File: src/rtl/mipi_tx_lane_sequencer_pkg.sv
`default_nettype none
// ============================================================================
//  Module      : mipi_tx_lane_sequencer_pkg
//  Description : Shared MIPI D-PHY lane definitions (sync byte, LP line
//                encodings, lane state enumeration) used by TX and RX sides.
//  Revision    : 1.0 - initial release
// ============================================================================
package mipi_tx_lane_sequencer_pkg;

   // HS leader sync byte, transmitted LSB first
   localparam logic [7:0] c_SYNC_BYTE = 8'hB8;

   // LP line states as {Dp,Dn}
   localparam logic [1:0] c_LP_11 = 2'b11;
   localparam logic [1:0] c_LP_01 = 2'b01;
   localparam logic [1:0] c_LP_00 = 2'b00;

   // Lane sequencing states
   typedef enum logic [2:0] {
      ST_IDLE    = 3'd0,
      ST_LP01    = 3'd1,
      ST_LP00    = 3'd2,
      ST_HS_ZERO = 3'd3,
      ST_SYNC    = 3'd4,
      ST_DATA    = 3'd5,
      ST_TRAIL   = 3'd6,
      ST_GAP     = 3'd7
   } lane_state_t;

   // Bits needed for a counter that must reach max_val
   function automatic int cnt_width(input int max_val);
      return (max_val < 2) ? 1 : $clog2(max_val + 1);
   endfunction

   // Trail byte is the inverse of the last transmitted bit, repeated
   function automatic logic [7:0] trail_byte(input logic last_bit);
      return {8{~last_bit}};
   endfunction

endpackage
`default_nettype wire

File: src/rtl/mipi_tx_lane_sequencer.sv
`default_nettype none
// ============================================================================
//  Module      : mipi_tx_lane_sequencer
//  Description : D-PHY TX data lane sequencer. Walks LP-11 -> LP-01 -> LP-00,
//                emits the HS zero leader and sync byte, streams payload bytes,
//                appends trail bytes and enforces an LP-11 gap between bursts.
//  Revision    : 1.0 - initial release
// ============================================================================
module mipi_tx_lane_sequencer
   import mipi_tx_lane_sequencer_pkg::*;
#(
   parameter int LPX_CYCLES     = 2,
   parameter int HS_ZERO_BYTES  = 4,
   parameter int HS_TRAIL_BYTES = 2,
   parameter int LP_GAP_CYCLES  = 8
) (
   input  logic       clk_i,
   input  logic       reset_n_i,
   input  logic [7:0] byte_i,
   input  logic       byte_valid_i,
   input  logic       last_i,
   output logic       byte_ready_o,
   output logic [7:0] hs_byte_o,
   output logic       hs_en_o,
   output logic [1:0] lp_o,
   output logic       busy_o,
   output logic       underflow_o
);

   // One shared counter, wide enough for the largest parameter
   localparam int c_MAX_AB  = (LPX_CYCLES > HS_ZERO_BYTES) ? LPX_CYCLES : HS_ZERO_BYTES;
   localparam int c_MAX_CD  = (HS_TRAIL_BYTES > LP_GAP_CYCLES) ? HS_TRAIL_BYTES : LP_GAP_CYCLES;
   localparam int c_CNT_MAX = (c_MAX_AB > c_MAX_CD) ? c_MAX_AB : c_MAX_CD;
   localparam int c_CW      = cnt_width(c_CNT_MAX);

   // Outputs lag the state by one register stage, so the line shows one
   // LP-11 cycle from IDLE after GAP; GAP covers the remainder of the gap.
   localparam int c_GAP_STATES = (LP_GAP_CYCLES > 1) ? LP_GAP_CYCLES - 1 : 1;

   localparam logic [c_CW-1:0] c_ONE        = c_CW'(1);
   localparam logic [c_CW-1:0] c_LPX_LAST   = c_CW'(LPX_CYCLES - 1);
   localparam logic [c_CW-1:0] c_ZERO_LAST  = c_CW'(HS_ZERO_BYTES - 1);
   localparam logic [c_CW-1:0] c_TRAIL_LAST = c_CW'(HS_TRAIL_BYTES - 1);
   localparam logic [c_CW-1:0] c_GAP_LAST   = c_CW'(c_GAP_STATES - 1);

   lane_state_t      r_state;
   lane_state_t      w_state_nxt;
   logic [c_CW-1:0]  r_cnt;
   logic [c_CW-1:0]  w_cnt_nxt;
   logic             r_last_bit;

   // Payload is only taken while streaming and never in a reset cycle
   assign byte_ready_o = (r_state == ST_DATA) && reset_n_i;

   // State and counter register
   always_ff @(posedge clk_i) begin
      if (!reset_n_i) begin
         r_state <= ST_IDLE;
         r_cnt   <= '0;
      end else begin
         r_state <= w_state_nxt;
         r_cnt   <= w_cnt_nxt;
      end
   end

   // Next-state and counter logic
   always_comb begin
      w_state_nxt = r_state;
      w_cnt_nxt   = r_cnt + c_ONE;
      case (r_state)
         ST_IDLE: begin
            w_cnt_nxt = '0;
            if (byte_valid_i) begin
               w_state_nxt = ST_LP01;
            end
         end
         ST_LP01: begin
            if (r_cnt == c_LPX_LAST) begin
               w_state_nxt = ST_LP00;
               w_cnt_nxt   = '0;
            end
         end
         ST_LP00: begin
            if (r_cnt == c_LPX_LAST) begin
               w_state_nxt = ST_HS_ZERO;
               w_cnt_nxt   = '0;
            end
         end
         ST_HS_ZERO: begin
            if (r_cnt == c_ZERO_LAST) begin
               w_state_nxt = ST_SYNC;
               w_cnt_nxt   = '0;
            end
         end
         ST_SYNC: begin
            w_state_nxt = ST_DATA;
            w_cnt_nxt   = '0;
         end
         ST_DATA: begin
            w_cnt_nxt = '0;
            if (!byte_valid_i) begin
               // The starved cycle itself emits the first trail byte
               if (HS_TRAIL_BYTES > 1) begin
                  w_state_nxt = ST_TRAIL;
                  w_cnt_nxt   = c_ONE;
               end else begin
                  w_state_nxt = ST_GAP;
               end
            end else if (last_i) begin
               w_state_nxt = ST_TRAIL;
            end
         end
         ST_TRAIL: begin
            if (r_cnt == c_TRAIL_LAST) begin
               w_state_nxt = ST_GAP;
               w_cnt_nxt   = '0;
            end
         end
         ST_GAP: begin
            if (r_cnt == c_GAP_LAST) begin
               w_state_nxt = ST_IDLE;
               w_cnt_nxt   = '0;
            end
         end
         default: begin
            w_state_nxt = ST_IDLE;
            w_cnt_nxt   = '0;
         end
      endcase
   end

   // Registered lane outputs derived from the current state and handshake
   always_ff @(posedge clk_i) begin
      if (!reset_n_i) begin
         lp_o        <= c_LP_11;
         hs_en_o     <= 1'b0;
         hs_byte_o   <= 8'h00;
         busy_o      <= 1'b0;
         underflow_o <= 1'b0;
         r_last_bit  <= 1'b0;
      end else begin
         lp_o        <= c_LP_11;
         hs_en_o     <= 1'b0;
         hs_byte_o   <= 8'h00;
         busy_o      <= (r_state != ST_IDLE);
         underflow_o <= (r_state == ST_DATA) && !byte_valid_i;
         case (r_state)
            ST_LP01: begin
               lp_o <= c_LP_01;
            end
            ST_LP00: begin
               lp_o <= c_LP_00;
            end
            ST_HS_ZERO: begin
               lp_o    <= c_LP_00;
               hs_en_o <= 1'b1;
            end
            ST_SYNC: begin
               lp_o       <= c_LP_00;
               hs_en_o    <= 1'b1;
               hs_byte_o  <= c_SYNC_BYTE;
               r_last_bit <= c_SYNC_BYTE[7];
            end
            ST_DATA: begin
               lp_o    <= c_LP_00;
               hs_en_o <= 1'b1;
               if (byte_valid_i) begin
                  hs_byte_o  <= byte_i;
                  r_last_bit <= byte_i[7];
               end else begin
                  hs_byte_o <= trail_byte(r_last_bit);
               end
            end
            ST_TRAIL: begin
               lp_o      <= c_LP_00;
               hs_en_o   <= 1'b1;
               hs_byte_o <= trail_byte(r_last_bit);
            end
            default: begin
            end
         endcase
      end
   end

endmodule
`default_nettype wire

File: config.mk
export PLATFORM = sky130hd
export DESIGN_NAME = mipi_tx_lane_sequencer
export DESIGN_NICKNAME = d
export VERILOG_FILES = /design/src/rtl/mipi_tx_lane_sequencer_pkg.sv /design/src/rtl/mipi_tx_lane_sequencer.sv
export SDC_FILE = /design/constraint.sdc
export NUM_CORES = 1
export LEC_CHECK = 0
export CORE_MARGIN = 3
export CORE_UTILIZATION = 30
export DETAILED_ROUTE_END_ITERATION = 8
export DONT_BUFFER_PORTS = 1
export HOLD_SLACK_MARGIN = 0.02
export PLACE_DENSITY = 0.53
export SLEW_MARGIN = 20
export SYNTH_ARGS = -nofsm -noshare
export SYNTH_HDL_FRONTEND = slang
export SYNTH_SLANG_ARGS = --single-unit
File: constraint.sdc
create_clock -name clk_i -period 1.5 [get_ports clk_i]
set_clock_uncertainty 0.2 [all_clocks]
set_input_delay 0.075 -clock clk_i [delete_from_list [all_inputs] [get_ports clk_i]]
set_output_delay 0.075 -clock clk_i [all_outputs]
set_load 0.02 [all_outputs]
==> impl_metrics.toml <==
[drt]
drcViolationCount = 0
wl_um = 2230
ant_nets = 0
dr_wl_met2_um = 1110
wl_met3_um = 99
wl_per_cell_um = 12.3
drt-met1-wl_um = 1020
via_count = 850
vias_per_cell = 4.70
dr.pass1.iters = 4
drtIter0Drc = 30
highest_layer = "met3"

[global_routing]
grt_first_pass_wirelength_um = 3840
first_global_vias = 836
grt_max_degree = 13
antenna_found_initial = 0
grt_use_total_pct = 11.7
grt_overflow = 0

[clock_tree]
clk_pin_slew_ps = 110
insertion_delay_ps = 290
cts_tree = "built"
cts_root_buffer = "clkbuf_4"
htree_levels = 1
cts_made_buffers = 3
clockBufferDepth = 2
hold_buffers = 9
clock_sinks = 21

[power_and_ir_drop]
p_total_mw = 1.29
irDropWorstVdd_mv = 0.425
p_leak_nw = 0.509
cellPowerDensity_mw_per_mm2 = 939

[layout]
area_growth_pct = 34.8
num_antenna_cells = 0
drive_gt1_share_pct = 35.0
finalInstanceArea_mm2 = 0.00137
fin_cells = 181
final_util_pct = 43.5
fillers = 326
layout.nets = 153

[critical_path]
arrival_ps = 1690
path_max_fanout = 5
r2r_slack_ps = -160
rr_startpoint = "r_cnt[0]$_SDFF_PN0_"
start_kind = "flop"
crit_buf_inv = 2
critical_path_class = "flop to flop"
crit_slowest_cell = "dfxtp_4"
critPathMaxStageDelay_ps = 390
end_kind = "flop"
cp_cell_sequence = "inv_2 > ha_1 > and3b_2 > nor2_2 > nor4_2 > buf_4 > mux2i_1"
path_delay_family = "simple AND/OR/NAND/NOR gates"
crit_start = "r_cnt[0]$_SDFF_PN0_"
required_ps = 1530

[floorplanning]
ios = 26
die-area_mm2 = 0.00413
start_util_pct = 32.3
core_area_mm2 = 0.00315
die_x_um = 64.3
die_h_um = 64.3
rows = 20

[placement]
hpwl_um = 1620
io_buffers = 0
gp_congestion = 0.737
dp_slack_ps = -179
dp.cells = 166
place_area_mm2 = 0.00118

[logic_synthesis]
synth_commonest_cells = "21 x dfxtp_1, 13 x nor2_1, 9 x a21oi_1, 6 x nand2b_1"
synth_area_leaders = "dfxtp_1 41%, nor2_1 4.8%, a21oi_1 4.4%, ha_1 3.7%, nand2b_1 3.7%"
synth_area_mm2 = 0.00102
yosys_warnings = 0
synth_top_area_share_pct = 41.3
synthArstFlopShare_pct = 0
syn_inst = 110
synth_area_per_cell_um2 = 9.26
synth-seq-area-share_pct = 41.3
ys.flop_type = "dfxtp_1"
syn_nets = 125
synth-seq-cells = 21
synth_top_cell_by_area = "dfxtp_1"
synth.most_common_cell = "dfxtp_1"
synth.distinct_cells = 43
synth_edf_count = 0

[sta]
fin_tns_setup_ps = -1010
max_freq_ghz = 0.604
hold_viol = 21
finalWorstSetupSlack_ps = -157
worstMarginPinSlew_ps = 339
fin_crit_ps = 1660
relSlewSlack_pct = 77.3
finalMaxSlewViolations = 0
hold_ws_ps = -353
rsz0062_at_grt = "yes"
finalCritPeriodShare_pct = 110
finalSetupViolations = 14

[run_status]
status = "complete, but fails checks"
violations = "hold timing, setup timing"

[flow_run]
drv_cap = 0

[min_path]
hp-class = "input port to flop"
worstHoldStart = "reset_n_i"
[what timing repair did]
item,4_1_cts,5_1_grt
pin swaps,9,9
setup buffers,0,2
gates resized for setup,11,7
hold endpoints to repair,21,21
setup endpoints to repair,17,17
[area by class of cell]
class	count	area, um^2	area share (%)
Tap cell	44	55.1	4.01
Multi-Input combinational cell	77	569	41.5
Sequential cell	21	433	31.5
Timing Repair Buffer	30	268	19.5
Inverter	5	21.3	1.55
Clock buffer	4	26.3	1.91
[cell usage in the layout, fill, tap and decap left out, drive strengths merged, types with 3 or more instances in the layout]
cell / count
nand2b: 6
nand2: 6
dlygate4sd3: 9
o21ai: 4
nor2: 14
a21boi: 3
a21oi: 10
inv: 5
buf: 21
nand3: 5
clkbuf: 4
dfxtp: 21
ha: 3
[registers in the layout, indices dropped and copies added, names as in the netlist]
register / flops
r_last_bit: 1
r_cnt: 4
lp_o: 2
hs_byte_o: 8
r_state: 3
busy_o: 1
hs_en_o: 1
underflow_o: 1
[where the power goes]
| part | switching (mW) | leakage, nW | internal (mW) |
|---|---|---|---|
| clock | 0.159 | 0.0150 | 0.104 |
| sequential | 0.0830 | 0.173 | 0.610 |
| combinational | 0.141 | 0.321 | 0.192 |
[final timing paths]
kind	endpoint	cells after the start
hold reg to reg	r_cnt[0]$_SDFF_PN0_	1
setup reg to reg	r_state[0]$_SDFFE_PN0P_	7
hold / removal	lp_o[0]$_SDFF_PN1_	1
setup / recovery	r_state[0]$_SDFFE_PN0P_	7
[cell families (layout without fill, tap and decap cells)]
group	count (synthesis)	count (layout)	share of synthesized area, %
simple gates	44	44	25.1
buf+inv	12	39	8.60
compound gates	27	27	18.7
fa+ha+maj	3	3	3.69
mux	1	1	0.983
flops	21	21	41.3
xor+xnor	2	2	1.72
[metal layers]
metal  up-vias  GRT usage, %
li1        433             -
met1       399          14.5
met2        18          19.5
met3         0          4.57
met4         0          1.58
met5         -             0
Power figures use the tool's default switching activity.
